File: config.mk
export PLATFORM = sky130hd
export DESIGN_NAME = prog_mem
export DESIGN_NICKNAME = d
export VERILOG_FILES = /design/src/rtl/lib_cpu_pkg.sv /design/src/rtl/prog_loader.sv /design/src/rtl/prog_mem.sv
export SDC_FILE = /design/constraint.sdc
export NUM_CORES = 1
export LEC_CHECK = 0
export CORE_MARGIN = 2
export CORE_UTILIZATION = 50
export CTS_BUF_LIST = sky130_fd_sc_hd__clkbuf_4
export DETAILED_ROUTE_END_ITERATION = 8
export PLACE_DENSITY_LB_ADDON = 0.05
export SLEW_MARGIN = 20
export SYNTH_ARGS = -nofsm -noshare
export SYNTH_HDL_FRONTEND = slang
export SYNTH_SLANG_ARGS = --single-unit
export TNS_END_PERCENT = 5
File: constraint.sdc
create_clock -name i_clk -period 4.6 [get_ports i_clk]
set_clock_uncertainty 0.15 [all_clocks]
set_input_delay 0.92 -clock i_clk [delete_from_list [all_inputs] [get_ports i_clk]]
set_output_delay 0.92 -clock i_clk [all_outputs]
set_load 0.1 [all_outputs]
File: src/rtl/lib_cpu_pkg.sv
// Shared CPU definitions: program-memory load states and instruction-memory constants.
package lib_cpu;
  typedef enum logic [1:0] {IDLE, LOAD, DONE} MEM_STATE;

  localparam int         PROG_DEPTH = 16;
  localparam logic [7:0] NOP_WORD   = 8'h00;
endpackage

File: src/rtl/prog_loader.sv
// Byte-serial program load sequencer: FSM, write pointer and word count.
// Write-enable is combinational from state and inputs; ready/done/hold come straight from state.
module prog_loader
  import lib_cpu::*;
#(
  parameter int ADDR_W = 4
) (
  input  logic              i_clk,
  input  logic              i_rst,
  input  logic              i_load_start,
  input  logic              i_load_abort,
  input  logic              i_load_valid,
  output logic              o_we,
  output logic [ADDR_W-1:0] o_waddr,
  output logic              o_load_ready,
  output logic              o_load_done,
  output logic [ADDR_W:0]   o_load_count,
  output logic              o_cpu_hold
);
  localparam int CNT_W = ADDR_W + 1;
  localparam logic [ADDR_W-1:0] LAST_PTR = ADDR_W'((2 ** ADDR_W) - 1);

  MEM_STATE          r_state;
  MEM_STATE          w_state_nxt;
  logic [ADDR_W-1:0] r_ptr;
  logic [ADDR_W-1:0] w_ptr_nxt;
  logic [CNT_W-1:0]  r_count;
  logic [CNT_W-1:0]  w_count_nxt;
  logic              w_we;

  always_ff @(posedge i_clk) begin
    if (i_rst) begin
      r_state <= IDLE;
      r_ptr   <= '0;
      r_count <= '0;
    end else begin
      r_state <= w_state_nxt;
      r_ptr   <= w_ptr_nxt;
      r_count <= w_count_nxt;
    end
  end

  always_comb begin
    w_state_nxt = r_state;
    w_ptr_nxt   = r_ptr;
    w_count_nxt = r_count;
    w_we        = 1'b0;
    case (r_state)
      IDLE: begin
        if (i_load_start) begin
          w_state_nxt = LOAD;
          w_ptr_nxt   = '0;
          w_count_nxt = '0;
        end
      end
      LOAD: begin
        // Abort takes priority over a coincident byte, which is dropped.
        if (i_load_abort) begin
          w_state_nxt = IDLE;
        end else if (i_load_valid) begin
          w_we        = 1'b1;
          w_ptr_nxt   = r_ptr + ADDR_W'(1);
          w_count_nxt = r_count + CNT_W'(1);
          if (r_ptr == LAST_PTR) begin
            w_state_nxt = DONE;
          end
        end
      end
      DONE:    w_state_nxt = IDLE;
      default: w_state_nxt = IDLE;
    endcase
  end

  assign o_we         = w_we;
  assign o_waddr      = r_ptr;
  assign o_load_ready = (r_state == LOAD);
  assign o_load_done  = (r_state == DONE);
  assign o_load_count = r_count;
  assign o_cpu_hold   = (r_state != IDLE);
endmodule

File: src/rtl/prog_mem.sv
// Instruction memory with zero-latency fetch read and a byte-serial run-time loader.
// Fetch returns a no-op while a load holds the CPU.
module prog_mem
  import lib_cpu::*;
#(
  parameter int ADDR_W = $clog2(PROG_DEPTH),
  parameter int DATA_W = 8,
  parameter logic [DATA_W*(2**ADDR_W)-1:0] INIT_PROG = '0
) (
  input  logic              i_clk,
  input  logic              i_rst,
  input  logic [ADDR_W-1:0] i_addr,
  output logic [DATA_W-1:0] o_data,
  input  logic              i_load_start,
  input  logic              i_load_abort,
  input  logic              i_load_valid,
  input  logic [DATA_W-1:0] i_load_data,
  output logic              o_load_ready,
  output logic              o_load_done,
  output logic [ADDR_W:0]   o_load_count,
  output logic              o_cpu_hold
);
  localparam int DEPTH = 2 ** ADDR_W;

  logic [DATA_W-1:0] r_mem [DEPTH];
  logic              w_we;
  logic [ADDR_W-1:0] w_waddr;
  logic              w_hold;

  prog_loader #(.ADDR_W(ADDR_W)) u_loader (
    .i_clk        (i_clk),
    .i_rst        (i_rst),
    .i_load_start (i_load_start),
    .i_load_abort (i_load_abort),
    .i_load_valid (i_load_valid),
    .o_we         (w_we),
    .o_waddr      (w_waddr),
    .o_load_ready (o_load_ready),
    .o_load_done  (o_load_done),
    .o_load_count (o_load_count),
    .o_cpu_hold   (w_hold)
  );

  // Reset restores the boot image, discarding any partial load.
  always_ff @(posedge i_clk) begin
    if (i_rst) begin
      for (int i = 0; i < DEPTH; i++) begin
        r_mem[i] <= INIT_PROG[i*DATA_W +: DATA_W];
      end
    end else if (w_we) begin
      r_mem[w_waddr] <= i_load_data;
    end
  end

  assign o_data     = w_hold ? DATA_W'(NOP_WORD) : r_mem[i_addr];
  assign o_cpu_hold = w_hold;
endmodule

==> impl_results.md <==
* Synth top area share at 0.5626
* Clock Sinks at 139
* Vias in the first global route at 3,932
* WL final at 15.55 mm
* Final period utilization at 0.9277
* Sequential fraction of the synthesis area at 0.5949
* Max-cap viol count at 0
* IO Port Bufs at 32
* Synth Area in Simple Gates at 0.2104
* CP Launch Type: primary input
* First-pass GRT wire length at 23.77 mm
* Area grow syn2layout at 10.60%
* Post-synthesis compound-gate area fraction at 0.04725
* GRT overflow at 0
* Critical path class: primary input to primary output
* Post-layout min period at 4.267 ns
* Met1 Track Usage GR at 0.3097
* Pin count of the biggest net entering global routing at 19
* HPWL Detailed at 10.87 mm
* Worst relative slew slack at 0.3465
* Post_cts resized at 0
* Hold Crit Start: u_loader.o_load_count[1]
* Antenna-violating nets left at 0
* Xor and xnor area share after synthesis at 0.008974
* Core area at 0.01330 mm^2
* Top Ports at 33
* All-Layer GR Usage at 0.2276
* Drt initial violations at 324
* R2R Path Start: u_loader.r_state[1]
* GR Util met3 at 0.06955
* Worst r2r path cells at 4
* Fraction of layout cells with a size suffix above 1 at 0.1568
* Synth Net Count at 522
* CTS clk-pin slew, worst paths at 0.12 ns
* Status: completed
* Area contributors post-synth: edfxtp_1 (56%), and2_1 (12%), mux2i_1 (7.3%), dfxtp_1 (3.2%), a22oi_1 (2.3%)
* Min-Delay Path Depth at 2
* Die Area at 0.01461 mm^2
* H-Tree Depth at 4
* FP Rows at 42
* # DRC at 0
* Hold Path End: u_loader.o_load_count[1]
* Initial Utilization at 0.5138
* Multiplexer area fraction after synthesis at 0.09744
* Placed cell areas at 0.007296 mm^2
* Hold buffers post-CTS at 0
* Final number of hold-violating endpoints at 0
* Worst-path cell chain: clkdlybuf4s50_1 -> nor2_1 -> a22oi_1 -> nand3_1 -> o21ai_0 -> buf_12
* Class of the worst hold path: flip-flop to flip-flop
* #FFs+latches synth at 139
* Clock tree from TritonCTS: built
* Post-synth top flop: edfxtp_1
* Cell taking the most area after synthesis: edfxtp_1
* Cells after DPL at 686
* CTS buffer count at 17
* Setup WS post-layout at 0.3328 ns
* M2 GR Usage at 0.3462
* Die span in y at 120.9 um
* Critical Path RT at 3.53 ns
* Worst Tran Pin Value at 0.9766 ns
* Fraction of registers with async set/reset at 0
* Pre-CTS setup slack at 0.3840 ns
* Post-Syn Area at 0.006832 mm^2
* R2R Setup Slk at 2.24 ns
* Vias per cell at 5.549
* Fmax at 234.3 MHz
* Worst path max stage delay at 0.87 ns
* Gr busiest metal: met2
* PwrDens at 332.9 mW/mm^2
* Die width at 120.9 um
* Crit path max-delay cell type: nor2_1
* Synth unique cells at 38
* # setup viols final at 0
* Via count at 3,984
* Area share of fa/ha/maj cells after synthesis at 0.009158
* Static Leak at 2.905 nW
* Initial antenna violation count at 0
* Synth top cells by count: and2_1 (129), edfxtp_1 (128), mux2i_1 (50)
* EDFF count, synth at 128
* Most frequent cell after synthesis: and2_1
* Setup Fix Bufs, Post-CTS at 0
* Root buf cell: clkbuf_4
* Max Fanout on Critical Path at 14
* Max Transition Viols Final at 0
* Finished Cell Area at 0.007556 mm^2
* Drt first pass iters at 5
* Min Hold Slack at 0.3569 ns
* CP endpoint kind: primary output
* Non-filler instance count after layout at 718
* Antenna diode count at 0
* Peak VDD IR at 0.2311 mV
* RSZ-0062 raised after global routing: false
* Overall Power at 2.516 mW
* Wire length per cell at 21.66 um
* Mapped Cells at 500
* CTS max path bufs at 2
* Synth Area per Inst at 13.66 um^2
* YS warnings at 0
* Worst-skew pair later-pin latency at 0.56 ns
* RR Endpoint: r_mem[0][7]
* Fin nets at 551
* Critical path's top delay family: simple AND/OR/NAND/NOR gates
* Critical path arrival at 3.20 ns
* WP buf/inv at 2
* Largest family of logic cells by synthesized area: simple AND/OR/NAND/NOR gates
* Routability Congestion at 0.8622
-- cells by family (layout without fill, tap and decap cells) --
kind of cell | Yosys count | count (layout)
compound gates | 46 | 46
xor+xnor | 7 | 7
fa+ha+maj | 5 | 5
buf+inv | 33 | 75
flops | 139 | 139
mux | 57 | 57
simple gates | 213 | 213
-- flip-flops by register name (all words and copies together), names as in the netlist --
name	count
r_mem	128
u_loader.o_load_count	5
u_loader.r_state	2
u_loader.o_waddr	4
-- worst min-delay path, delay by kind of cell (launching register included) --
family	cells	cell delay, ns
AOI/OAI and AO/OA	1	0.05
DFF	1	0.36
and+or+nand+nor	1	0.06
-- cell type report --
class / instances / area [um^2]
timing repair buffer: 38 / 442.9
fill: 1092 / 5739
tap: 176 / 220.2
inverter: 5 / 18.77
multi-input combinational: 328 / 2550
sequential: 139 / 4064
clock inverter: 14 / 125.1
clock buffer: 18 / 135.1
-- worst max path at each step --
stage | startpoint | end | cells past startpoint
final | i_addr[2] | o_data[7] | 6
after global routing | i_addr[2] | o_data[7] | 6
after CTS | i_addr[2] | o_data[7] | 6
after detailed placement | i_addr[2] | o_data[7] | 6
after floorplan | i_addr[1] | o_data[2] | 6
after global placement | i_addr[2] | o_data[7] | 6
-- per-layer routing --
| layer | wire length [um] | up-vias | share of wire |
|---|---|---|---|
| li1 | - | 1871 | - |
| met3 | 1032 | 20 | 0.066 |
| met4 | 365 | 0 | 0.023 |
| met5 | 0 | - | 0 |
| met1 | 6773 | 1975 | 0.44 |
| met2 | 7380 | 118 | 0.47 |
-- power breakdown --
part / total [mW] / switching, mW / internal [mW]
clock network: 0.776 / 0.453 / 0.323
logic: 0.313 / 0.208 / 0.105
registers: 1.43 / 0.0138 / 1.41
total: 2.52 / 0.676 / 1.84
-- layout by cell type (no fill, tap or decap), types with 10 or more instances in the layout --
| master | count |
|---|---|
| mux2i_1 | 50 |
| clkbuf_4 | 18 |
| dfxtp_1 | 11 |
| clkdlybuf4s50_1 | 23 |
| nand2_1 | 10 |
| nor2_4 | 12 |
| edfxtp_1 | 128 |
| a22oi_1 | 21 |
| or2_2 | 12 |
| nand3_1 | 11 |
| and2_1 | 129 |
-- per-stage QoR --
step | TNS, ns | util
floorplan | -0.9819 | -
global placement | 0 | 0.5487
detailed placement | 0 | 0.5487
CTS | 0 | 0.5683
global route | 0 | 0.5683
finish | 0 | 0.5683
No activity file was read; power rests on OpenSTA's default activity.
